--- config.mk ---
export PLATFORM = sky130hd
export DESIGN_NAME = ep_exp_scheduler_flat
export DESIGN_NICKNAME = d
export VERILOG_FILES = /design/src/rtl/ep_exp_scheduler_if.sv /design/src/rtl/ep_exp_scheduler.sv /design/src/flat_wrapper.sv
export SDC_FILE = /design/constraint.sdc
export NUM_CORES = 1
export LEC_CHECK = 0
export BUFFER_PORTS_ARGS = -buffer_cell sky130_fd_sc_hd__buf_4
export CORE_ASPECT_RATIO = 0.5
export CORE_MARGIN = 2
export CORE_UTILIZATION = 44
export CTS_CLUSTER_SIZE = 25
export DETAILED_ROUTE_END_ITERATION = 8
export PLACE_DENSITY = 0.8
export SLEW_MARGIN = 20
export SYNTH_ARGS = -nofsm -noshare
export SYNTH_HDL_FRONTEND = slang
export SYNTH_SLANG_ARGS = --single-unit
--- constraint.sdc ---
create_clock -name clk -period 2.2 [get_ports clk]
set_input_delay 0.44 -clock clk [delete_from_list [all_inputs] [get_ports clk]]
set_output_delay 0.44 -clock clk [all_outputs]
set_load 0.03 [all_outputs]
--- src/rtl/ep_exp_scheduler_if.sv ---
// Handshake bundle between the softmax lanes, the shared e^p unit and the scheduler.
// slave: scheduler side; master: lanes / unit / response consumer side.
interface ep_exp_scheduler_if #(
  parameter int unsigned NUM_REQ  = 4,
  parameter int unsigned BITWIDTH = 16
);
  localparam int unsigned IdW = $clog2(NUM_REQ);

  logic [NUM_REQ-1:0]          req_valid;
  logic [NUM_REQ*BITWIDTH-1:0] req_p;
  logic [NUM_REQ-1:0]          req_ready;
  logic [BITWIDTH-1:0]         ep_p;
  logic [BITWIDTH-1:0]         ep_l_p;
  logic                        rsp_valid;
  logic                        rsp_ready;
  logic [IdW-1:0]              rsp_id;
  logic [BITWIDTH-1:0]         rsp_l_p;
  logic                        rsp_sat;
  logic                        busy;

  modport slave (
    input  req_valid, req_p, ep_l_p, rsp_ready,
    output req_ready, ep_p, rsp_valid, rsp_id, rsp_l_p, rsp_sat, busy
  );

  modport master (
    output req_valid, req_p, ep_l_p, rsp_ready,
    input  req_ready, ep_p, rsp_valid, rsp_id, rsp_l_p, rsp_sat, busy
  );
endinterface

--- src/rtl/ep_exp_scheduler.sv ---
// Round-robin scheduler sharing one combinational e^p polynomial unit among NUM_REQ lanes.
// Grant in IDLE, one CALC cycle while the unit evaluates the registered operand, then the
// captured result is held in RESP until accepted.
// Optional feature: define EP_SAT_EN to clamp operands above P_MAX and flag them on rsp_sat.
module ep_exp_scheduler #(
  parameter int unsigned NUM_REQ  = 4,
  parameter int unsigned BITWIDTH = 16,
  parameter int unsigned P_MAX    = 12
) (
  input logic               clk,
  input logic               rst,
  ep_exp_scheduler_if.slave bus
);
  localparam int unsigned IdW = $clog2(NUM_REQ);
`ifdef EP_SAT_EN
  localparam bit SatEn = 1'b1;
`else
  localparam bit SatEn = 1'b0;
`endif
  localparam logic [BITWIDTH-1:0] PMaxOp = BITWIDTH'(P_MAX);

  typedef enum logic [1:0] {StIdle, StCalc, StResp} state_e;

  state_e              state_q;
  logic [IdW-1:0]      rr_ptr_q;
  logic [IdW-1:0]      id_q;
  logic                sat_q;
  logic [BITWIDTH-1:0] ep_p_q;
  logic                rsp_valid_q;
  logic [IdW-1:0]      rsp_id_q;
  logic [BITWIDTH-1:0] rsp_l_p_q;
  logic                rsp_sat_q;

  logic [BITWIDTH-1:0] lane_p [NUM_REQ];
  logic                grant_found;
  logic [IdW-1:0]      grant_idx;
  logic [IdW-1:0]      rr_ptr_next;
  logic [BITWIDTH-1:0] grant_p;
  logic [BITWIDTH-1:0] issue_p;
  logic                issue_sat;

  // Modular add for lane indices; NUM_REQ need not be a power of two.
  function automatic logic [IdW-1:0] wrap_add(input logic [IdW-1:0] base, input int unsigned off);
    int unsigned s;
    s = 32'(base) + off;
    if (s >= NUM_REQ) s = s - NUM_REQ;
    return IdW'(s);
  endfunction

  // Unpack the flat operand bus into per-lane operands.
  always_comb begin
    for (int i = 0; i < NUM_REQ; i++) begin
      lane_p[i] = bus.req_p[i*BITWIDTH +: BITWIDTH];
    end
  end

  // Round-robin search: first valid lane at or after rr_ptr_q, wrapping.
  always_comb begin
    grant_found = 1'b0;
    grant_idx   = '0;
    for (int k = 0; k < NUM_REQ; k++) begin
      if (!grant_found && bus.req_valid[wrap_add(rr_ptr_q, k)]) begin
        grant_found = 1'b1;
        grant_idx   = wrap_add(rr_ptr_q, k);
      end
    end
  end

  // Operand selection with optional clamp so the unit never overflows BITWIDTH.
  always_comb begin
    grant_p     = lane_p[grant_idx];
    issue_sat   = SatEn && (grant_p > PMaxOp);
    issue_p     = issue_sat ? PMaxOp : grant_p;
    rr_ptr_next = wrap_add(grant_idx, 1);
  end

  // One-hot accept, only while idle.
  always_comb begin
    bus.req_ready = '0;
    if (state_q == StIdle && grant_found) bus.req_ready[grant_idx] = 1'b1;
  end

  // Control FSM with registered operand issue and response capture.
  always_ff @(posedge clk) begin
    if (rst) begin
      state_q     <= StIdle;
      rr_ptr_q    <= '0;
      id_q        <= '0;
      sat_q       <= 1'b0;
      ep_p_q      <= '0;
      rsp_valid_q <= 1'b0;
      rsp_id_q    <= '0;
      rsp_l_p_q   <= '0;
      rsp_sat_q   <= 1'b0;
    end else begin
      case (state_q)
        StIdle: begin
          if (grant_found) begin
            ep_p_q   <= issue_p;
            id_q     <= grant_idx;
            sat_q    <= issue_sat;
            rr_ptr_q <= rr_ptr_next;
            state_q  <= StCalc;
          end
        end
        StCalc: begin
          rsp_l_p_q   <= bus.ep_l_p;
          rsp_id_q    <= id_q;
          rsp_sat_q   <= sat_q;
          rsp_valid_q <= 1'b1;
          state_q     <= StResp;
        end
        StResp: begin
          if (bus.rsp_ready) begin
            rsp_valid_q <= 1'b0;
            state_q     <= StIdle;
          end
        end
        default: state_q <= StIdle;
      endcase
    end
  end

  assign bus.ep_p      = ep_p_q;
  assign bus.rsp_valid = rsp_valid_q;
  assign bus.rsp_id    = rsp_id_q;
  assign bus.rsp_l_p   = rsp_l_p_q;
  assign bus.rsp_sat   = rsp_sat_q;
  assign bus.busy      = (state_q != StIdle);
endmodule
--- src/flat_wrapper.sv ---
// flat-port wrapper written by rule: the top's interface ports become plain ports
module ep_exp_scheduler_flat 
#(
  parameter int unsigned NUM_REQ  = 4,
  parameter int unsigned BITWIDTH = 16,
  parameter int unsigned P_MAX    = 12
)
  (clk, rst, bus_req_valid, bus_req_p, bus_ep_l_p, bus_rsp_ready, bus_req_ready, bus_ep_p, bus_rsp_valid, bus_rsp_id, bus_rsp_l_p, bus_rsp_sat, bus_busy);
  ep_exp_scheduler_if #(.NUM_REQ(NUM_REQ), .BITWIDTH(BITWIDTH)) bus_i ();
  input logic clk;
  input logic rst;
  input wire logic [$bits(bus_i.req_valid)-1:0] bus_req_valid;
  input wire logic [$bits(bus_i.req_p)-1:0] bus_req_p;
  input wire logic [$bits(bus_i.ep_l_p)-1:0] bus_ep_l_p;
  input wire logic [$bits(bus_i.rsp_ready)-1:0] bus_rsp_ready;
  output wire logic [$bits(bus_i.req_ready)-1:0] bus_req_ready;
  output wire logic [$bits(bus_i.ep_p)-1:0] bus_ep_p;
  output wire logic [$bits(bus_i.rsp_valid)-1:0] bus_rsp_valid;
  output wire logic [$bits(bus_i.rsp_id)-1:0] bus_rsp_id;
  output wire logic [$bits(bus_i.rsp_l_p)-1:0] bus_rsp_l_p;
  output wire logic [$bits(bus_i.rsp_sat)-1:0] bus_rsp_sat;
  output wire logic [$bits(bus_i.busy)-1:0] bus_busy;
  assign bus_i.req_valid = bus_req_valid;
  assign bus_i.req_p = bus_req_p;
  assign bus_i.ep_l_p = bus_ep_l_p;
  assign bus_i.rsp_ready = bus_rsp_ready;
  assign bus_req_ready = bus_i.req_ready;
  assign bus_ep_p = bus_i.ep_p;
  assign bus_rsp_valid = bus_i.rsp_valid;
  assign bus_rsp_id = bus_i.rsp_id;
  assign bus_rsp_l_p = bus_i.rsp_l_p;
  assign bus_rsp_sat = bus_i.rsp_sat;
  assign bus_busy = bus_i.busy;
  ep_exp_scheduler #(.NUM_REQ(NUM_REQ), .BITWIDTH(BITWIDTH), .P_MAX(P_MAX)) u_core (.clk(clk), .rst(rst), .bus(bus_i));
endmodule
==> results of run 1 <==
==> routing by layer <==
metal  GRT usage, %  up-vias  share of wire [%]
met1          25.57     1118                 41
li1               -     1196                  -
met2          40.11       95                 51
met4          7.333        0                1.1
met5              0        -                  0
met3          4.643        7                7.4
==> what timing repair did <==
item,in CTS,in global routing
resized for setup,1,3
hold buffers,0,0
pin swaps,0,1
setup endpoints to repair,4,4
==> where the power goes <==
part           total [mW]  leakage (nW)  internal, mW  switching, mW
combinational        1.01          1.11         0.433          0.576
sequential          0.906         0.338         0.841         0.0648
clock               0.629        0.0543         0.340          0.289
==> cell usage in the layout, fill, tap and decap left out, drive strengths merged, types with 2 or more instances in the layout <==
master and n:
mux2i 17, o211ai 16, inv 2, a211o 16, buf 136, dfxtp 41
o31ai 16, nand2 59, nand2b 2, or2 5, nor2 9, a21oi 24
nand4 16, nor3 4, a211oi 2, clkbuf 5, nor2b 3
==> state kept, by name (all words and copies together), names as in the netlist <==
register,cells
u_core.rr_ptr_q,2
u_core.id_q,2
u_core.bus.rsp_l_p,16
u_core.bus.ep_p,16
u_core.state_q,2
u_core.bus.rsp_valid,1
u_core.bus.rsp_id,2
==> worst max path at each step <==
stage | from | cells past startpoint | slack, ns | endpoint
5_1_grt | u_core.rr_ptr_q[1] | 6 | -0.02 | bus_req_ready[1]
6_report | u_core.rr_ptr_q[1] | 6 | 0.07 | bus_req_ready[0]
3_3_place_gp | bus_req_valid[2] | 6 | 0.28 | bus_req_ready[0]
4_1_cts | u_core.rr_ptr_q[1] | 6 | 0.01 | bus_req_ready[1]
3_5_place_dp | bus_req_valid[2] | 7 | 0.23 | bus_req_ready[1]
2_1_floorplan | bus_req_valid[2] | 6 | 0.03 | bus_req_ready[1]
==> tightest hold or removal path: cells and delay by family <==
family,cells,cell delay [ns]
buf+inv,1,0.11
simple gates,1,0.04
compound gates,1,0.05
==> cells by family (layout without fill, tap and decap cells) <==
family,count (synthesis),in the layout
AND/OR/NAND/NOR,102,102
AO/OA/AOI/OAI,76,76
flip-flops,41,41
buffers and inverters,26,146
multiplexers,17,17
other,1,1
XOR/XNOR,1,1
==> cell type report <==
class                   count  area, µm²  area share [%]
inverters                   2      12.51          0.3731
clock inverters             3      46.29           1.381
multi-input cells         197       1280           38.17
repair buffers            136       1033           30.82
well taps                  70      87.58           2.612
flip-flops and latches     41      824.5           24.59
clock buffers               5      68.82           2.052
==> metrics by stage <==
| step | setup slack (ns) | std cells |
|---|---|---|
| global placement | 0.2810 | 446 |
| CTS | 0.01093 | 454 |
| finish | 0.07497 | 454 |
| floorplan | 0.03080 | 264 |
| detailed placement | 0.2257 | 446 |
| global route | -0.01945 | 454 |
==> results.cfg, run 1 <==
[run_status]
status = finished, final reports clean

[sta]
rsz0062_at_grt = true
period_share_pct = 96.59
setup_viol = 0
hold_viol = 0
max-slew-margin-rel_pct = 61.47
period_needed_ns = 2.125
worstMarginPinSlew_ns = 0.5779
hold_ws_ns = 0.3816
drv_slew = 0
setup_tns_ns = 0
finClkSkew_ns = 0.01015
max_freq_ghz = 0.4706

[yosys]
synth_edf_count = 0
yosys.area_share.xor_xnor_pct = 0.3880
synth_warnings = 0
yosys-top-cells-count = nand2_1 (58), dfxtp_1 (41), a21oi_1 (23)
synth_top_family_by_area = compound AO/OA/AOI/OAI gates
synth_area_leaders = dfxtp_1 (36%), nand2_1 (9.6%), mux2i_1 (7.5%), a211o_1 (6.2%), o211ai_2 (5.5%)
yosysTopAreaCellShare_pct = 36.36
ys_ff_latch = 41
synthCells = 264
syn_area_per_cell_um2 = 8.550
ys_types = 36
synth_compound_area_share_pct = 25.94
synth_largest_area_cell = dfxtp_1
ys_seq_area_share_pct = 36.36
synth_mux_area_share_pct = 7.539
syn_nets = 351
ys_async_sr_fraction_pct = 0
netlist_area_mm2 = 0.002257
yosys.area_share.simple_pct = 21.95
synthFlopType = dfxtp_1
yosysMostFrequentCell = nand2_1
synthAdderAreaFrac_pct = 0

[pwr]
ir_drop_uv = 390.0
power_mw = 2.544
p_per_area_mw_per_mm2 = 758.6
leakage_nw = 1.501

[place]
io_buffers = 126
globalplace.congestion = 0.8303
placed_cell_area_mm2 = 0.003228
hpwl_mm = 4.899

[global_route]
grt_use_total_pct = 21.52
grt_pass1_wl_mm = 9.611
grt-ovfl-total = 0
grt_pass1_vias = 2141
grt_antenna_before_repair = 0
grt_max_degree = 27

[clock_tree]
clock_tree.buffer_depth = 2
cts_tree = yes
cts_inserted_buffers = 5
htreeDepth = 2
clock_sinks = 41
clock_latency_ns = 0.30
path_clk_slew_ns = 0.09
postCtsSetupBuffers = 0
cts-root-buf = clkbuf_8

[detailed_routing]
vias_per_cell = 5.322
wl_mm = 6.551
drc_errors = 0
first_pass_iters = 6
drtAntennaViolNets = 0
wire_per_inst_um = 14.43
drt_iter0_markers = 121
vias = 2416

[finish]
stdcell_area_mm2 = 0.003353
n_antenna_cell = 0
fillers = 386
syn_to_final_growth_pct = 48.56
nets = 470
fin_util_pct = 67.99
drive_gt1_share_pct = 44.01

[worst_setup_path]
critical_path_class = reg2out
r2r-start = u_core.rr_ptr_q[1]
critPathTopFamily = flip-flops
cp_max_fo = 12
r2r_slack_ns = 0.43
critPathMaxStageDelay_ns = 0.39
arrival_ns = 1.69
crit_chain = mux2i_2 > nor2_2 > nor3_4 > buf_12 > nor3_2 > buf_4
startpoint_type = flip-flop
path_buf_inv = 2
required_ns = 1.76
slowest_stage = dfxtp_4
cp-end-kind = output pin
rr_worst_depth = 6
rr_endpoint = u_core.bus.ep_p[4]

[floorplan]
rows = 18
die-width_um = 105.3
die-area_mm2 = 0.005754
die_h_um = 54.65
initial_core_util_pct = 45.76
design.portCount = 128
coreArea_mm2 = 0.004932

[worst_hold_path]
min_path_type = in2reg
hold_depth = 3
holdCritStartpoint = bus_ep_l_p[2]
min_to = u_core.bus.rsp_l_p[2]

[job]
cap_violations = 0
Power figures use the tool's default switching activity.
==> inputs of run 2 (changes only) <==
==> constraint.sdc (replaced) <==
create_clock -name clk -period 2 [get_ports clk]
set_input_delay 0.4 -clock clk [delete_from_list [all_inputs] [get_ports clk]]
set_output_delay 0.4 -clock clk [all_outputs]
set_load 0.03 [all_outputs]
==> run 2 against run 1 <==
Against the previous run: the flow now finishes with violations (negative setup slack); clock power grew 13%; global-route usage grew 1.0 points; count of clock-buffer cells in the layout grew 1; sequential share of layout area shrank 0.81 points; critical endpoint is now bus_req_ready[3]; largest power group unchanged.
==> results.cfg, run 2 (synthesis gave the netlist of run 1 again) <==
[worst_setup_path]
cp-end-kind = output pin
required_ns = 1.60
critical_path_class = reg2out
cp_max_fo = 5
slowest_stage = dfxtp_4
startpoint_type = flip-flop
crit_chain = mux2i_4 > nor2_2 > nor3_4 > nand2_2 > nor2_1 > buf_4
critPathMaxStageDelay_ns = 0.39
arrival_ns = 1.65

[global_route]
grt-ovfl-total = 0
grt_pass1_wl_mm = 10.20
grt_use_total_pct = 22.53
grt_pass1_vias = 2209
grt_max_degree = 26
grt_antenna_before_repair = 0

[floorplan]
die-area_mm2 = 0.005754
coreArea_mm2 = 0.004932
die-width_um = 105.3
initial_core_util_pct = 45.76
design.portCount = 128
rows = 18
die_h_um = 54.65

[sta]
hold_ws_ns = 0.3526
period_needed_ns = 2.052
max-slew-margin-rel_pct = 60.69
setup_viol = 4
rsz0062_at_grt = true
layout_setup_ws_ns = -0.05196
period_share_pct = 102.6
worstMarginPinSlew_ns = 0.5897
finClkSkew_ns = 0.009832
setup_tns_ns = -0.1479
max_freq_ghz = 0.4873
drv_slew = 0
hold_viol = 0

[pwr]
ir_drop_uv = 408.6
p_sw_mw = 1.035
p_sw_share_pct = 35.72
power_mw = 2.898
pwr-share-clk_pct = 24.5
p_per_area_mw_per_mm2 = 835.7
leakage_nw = 1.554
intPower_mw = 1.862
combPwrFrac_pct = 41.1
power_frac_seq_pct = 34.4

[finish]
final_cell_mix = buf_4 (140), nand2_1 (57), dfxtp_1 (40)
drive_gt1_share_pct = 45.92
multi_input_area_mm2 = 0.001300
syn_to_final_growth_pct = 53.60
seq_area_um2 = 824.5
fin_util_pct = 70.29
fin_cells = 462
n_antenna_cell = 0
fillers = 379
layout_commonest_cell = buf_4
nets = 478

[clock_tree]
clock_sinks = 41
clock_tree.buffer_depth = 2
cts_inserted_buffers = 5
cts-root-buf = clkbuf_8
cts_tree = yes
cts_hold_buffers = 0
clock_latency_ns = 0.30
htreeDepth = 2
path_clk_slew_ns = 0.08

[detailed_routing]
drtAntennaViolNets = 0
wire_per_inst_um = 14.86
wl_mm = 6.864
vias = 2463
drc_errors = 0
drt_iter0_markers = 101
vias_per_cell = 5.331
first_pass_iters = 4

[place]
hpwl_mm = 4.963
globalplace.congestion = 0.8119
io_buffers = 126
dp.cells = 448

[run_status]
status = complete, but fails checks
violations = negative setup slack

[job]
cap_violations = 0

[worst_hold_path]
min_path_type = in2reg
[run 2: area by class of cell]
cell class / count / area share (%)
clock inverters: 2 / 1.083
well taps: 70 / 2.526
flip-flops and latches: 41 / 23.78
inverters: 2 / 0.3609
clock buffers: 6 / 2.382
multi-input cells: 197 / 37.50
repair buffers: 144 / 32.37
[run 2: repair_timing]
item / CTS / global route
pin swaps: 3 / 3
gates resized for setup: 6 / 3
setup buffers: 4 / 2
endpoints found under the setup margin: 4 / 4
cloned: 0 / 0
[run 2: power by group through the flow]
stage          logic (mW)  clock network (mW)  registers, mW
4_1_cts              1.16               0.716          0.994
5_1_grt              1.27               0.745           1.01
6_report             1.19               0.710          0.996
2_1_floorplan       0.556                   0           1.17
3_3_place_gp         1.11                   0           1.01
3_5_place_dp         1.13                   0           1.01
[run 2: worst paths after layout]
path | startpoint | end | slack [ns] | cells past startpoint
setup reg to reg | u_core.rr_ptr_q[1] | u_core.bus.ep_p[11] | 0.12 | 8
setup / recovery | u_core.rr_ptr_q[1] | bus_req_ready[3] | -0.05 | 6
hold reg to reg | u_core.bus.rsp_l_p[1] | u_core.bus.rsp_l_p[1] | 0.46 | 2
hold / removal | bus_ep_l_p[4] | u_core.bus.rsp_l_p[4] | 0.35 | 3
[run 2: routing by layer]
| layer | vias up | track usage, % | part of all wire [%] | routed length (µm) |
|---|---|---|---|---|
| li1 | 1211 | - | - | - |
| met1 | 1134 | 27.36 | 42 | 2900 |
| met2 | 108 | 41.61 | 50 | 3413 |
| met3 | 10 | 4.881 | 6.7 | 459 |
| met4 | 0 | 6.667 | 1.3 | 91 |
| met5 | - | 0 | 0 | 0 |
[run 2: worst max-delay path, delay by kind of cell, from the launching register on]
kind | cells | cell delay [ns]
AND/OR/NAND/NOR | 4 | 0.57
multiplexers | 1 | 0.24
flip-flops | 1 | 0.39
buffers and inverters | 1 | 0.16
[run 2: metrics by stage]
stage | instance area [µm²] | setup slack (ns)
after global routing | 3467 | -0.1366
after CTS | 3437 | -0.006471
final | 3467 | -0.05196
after global placement | 3268 | 0.1642
after detailed placement | 3268 | 0.1055
after floorplan | 2267 | -0.1239
==> inputs of run 3 (changes only) <==
--- a/config.mk
+++ b/config.mk
@@ -8,10 +8,11 @@
 export BUFFER_PORTS_ARGS = -buffer_cell sky130_fd_sc_hd__buf_4
 export CORE_ASPECT_RATIO = 0.5
 export CORE_MARGIN = 2
-export CORE_UTILIZATION = 44
+export CORE_UTILIZATION = 40
+export CTS_CLUSTER_DIAMETER = 80
 export CTS_CLUSTER_SIZE = 25
 export DETAILED_ROUTE_END_ITERATION = 8
-export PLACE_DENSITY = 0.8
+export PLACE_DENSITY = 0.77
 export SLEW_MARGIN = 20
 export SYNTH_ARGS = -nofsm -noshare
 export SYNTH_HDL_FRONTEND = slang
==> constraint.sdc (replaced) <==
create_clock -name clk -period 1.7 [get_ports clk]
set_input_delay 0.34 -clock clk [delete_from_list [all_inputs] [get_ports clk]]
set_output_delay 0.34 -clock clk [all_outputs]
set_load 0.03 [all_outputs]
==> run 3 against run 2 <==
Against the previous run: the run still ends with negative setup slack left; sequential share of layout area shrank 2.2 points; first-iteration DRC count increased by 53%; power rose by 40%; global-route usage up 0.59 points; clock power grew 77%; via count rose by 3.4%; core utilization shrank 0.32 points; final area grew 10%; highest routed layer unchanged.
==> results.cfg, run 3 (synthesis gave the netlist of run 1 again) <==
[worst_setup_path]
arrival_ns = 1.62
critPathLaunch = u_core.rr_ptr_q[1]
cp_max_fo = 5
startpoint_type = flip-flop
r2r_slack_ns = -0.10
rr_worst_depth = 7
cp-end-kind = output pin
r2r-start = u_core.rr_ptr_q[1]
required_ns = 1.36
critical_path_class = reg2out
rr_endpoint = u_core.bus.ep_p[11]
cp-endpoint = bus_req_ready[0]

[floorplan]
die-width_um = 110.2
die-area_mm2 = 0.006296
rows = 19
die_h_um = 57.12
initial_core_util_pct = 41.28
design.portCount = 128
coreArea_mm2 = 0.005468

[run_status]
status = complete, but fails checks
violations = negative setup slack

[detailed_routing]
vias = 2547
drt_iter0_markers = 155
drc_errors = 0
vias_per_cell = 5.284
first_pass_iters = 4
drtAntennaViolNets = 0
wl_mm = 7.509
wire_per_inst_um = 15.58

[global_route]
grt_pass1_wl_mm = 11.34
grt_use_total_pct = 23.13
grt_max_degree = 26
grt_antenna_before_repair = 0
grt_pass1_vias = 2401
grt-ovfl-total = 0

[worst_hold_path]
min_path_type = in2reg

[clock_tree]
clock_sinks = 41
cts-root-buf = clkbuf_16
cts_tree = yes
cts_inserted_buffers = 5
htreeDepth = 2
clock_latency_ns = 0.29
clock_tree.buffer_depth = 2
path_clk_slew_ns = 0.06

[sta]
hold_ws_ns = 0.3002
hold_viol = 0
period_share_pct = 115.1
period_needed_ns = 1.957
max_freq_ghz = 0.5110
rsz0062_at_grt = true
drv_slew = 0
finClkSkew_ns = 0.007899
layout_setup_ws_ns = -0.2569
setup_viol = 20

[place]
pre_cts_slack_ns = -0.1487
dp.cells = 469
placed_cell_area_mm2 = 0.003438
hpwl_mm = 5.304
globalplace.congestion = 0.8742
io_buffers = 126

[job]
cap_violations = 0

[finish]
fin_cells = 482
layout_commonest_cell = buf_4
nets = 495
fillers = 388
final_cell_mix = buf_4 (152), nand2_1 (56), dfxtp_1 (39)
n_antenna_cell = 0
stdcell_area_mm2 = 0.003826
syn_to_final_growth_pct = 69.51
drive_gt1_share_pct = 51.83

[pwr]
p_per_area_mw_per_mm2 = 1057
ir_drop_uv = 513.3
leakage_nw = 1.690
power_mw = 4.042
## run 3: changes by cell type in the layout (fill, tap and decap cells not counted), sizes merged
cell,before,now
buf,144,161
bufinv,1,2
clkbuf,6,5
clkinvlp,1,0
inv,2,3
## run 3: worst min-delay path by stage
stage | startpoint | end | slack (ns) | depth (start not counted)
3_5_place_dp | u_core.bus.rsp_id[0] | u_core.bus.rsp_id[0] | 0.45 | 2
4_1_cts | bus_ep_l_p[11] | u_core.bus.rsp_l_p[11] | 0.30 | 3
3_3_place_gp | u_core.id_q[0] | u_core.bus.rsp_id[0] | 0.44 | 2
2_1_floorplan | u_core.id_q[0] | u_core.bus.rsp_id[0] | 0.43 | 2
6_report | bus_ep_l_p[11] | u_core.bus.rsp_l_p[11] | 0.30 | 3
5_1_grt | bus_ep_l_p[0] | u_core.bus.rsp_l_p[0] | 0.31 | 3
## run 3: area by class of cell
class / count / area, µm² / area share [%]
multi-input cells: 197 / 1425 / 37.25
repair buffers: 161 / 1277 / 33.39
flip-flops and latches: 41 / 825.8 / 21.58
clock buffers: 5 / 125.1 / 3.270
well taps: 73 / 91.34 / 2.387
clock inverters: 3 / 68.82 / 1.799
inverters: 2 / 12.51 / 0.3270
## run 3: metrics by stage
step | util, % | setup TNS [ns]
5_1_grt | 69.98 | -3.590
4_1_cts | 68.51 | -2.075
2_1_floorplan | - | -0.02010
3_3_place_gp | 62.88 | -1.350
3_5_place_dp | 62.88 | -1.813
6_report | 69.98 | -1.970
## run 3: layer usage
metal | track usage, % | routed length [µm] | up-vias
met3 | 4.457 | 478 | 11
met2 | 40.49 | 3756 | 106
li1 | - | - | 1244
met5 | 0 | 0 | -
met1 | 28.73 | 3162 | 1186
met4 | 8.036 | 112 | 0
## run 3: worst max-delay path, cell delays in order, from the launching register on
cell and delay [ns]:
dfxtp_4 0.41, mux2i_4 0.27, nor2_2 0.08, nor3_4 0.22, buf_6 0.17, nor3_4 0.04, buf_6 0.14
## run 3: report_power, final
| group | total, mW | internal (mW) | switching (mW) |
|---|---|---|---|
| Clock | 1.26 | 0.847 | 0.410 |
| Combinational | 1.61 | 0.753 | 0.857 |
| Sequential | 1.18 | 1.09 | 0.0850 |
| Total | 4.04 | 2.69 | 1.35 |
## run 3: what timing repair did
item,CTS,global route
resized for setup,20,15
buffers inserted,4,2
setup endpoints to repair,20,21
hold buffers,0,0
pin swaps,6,4
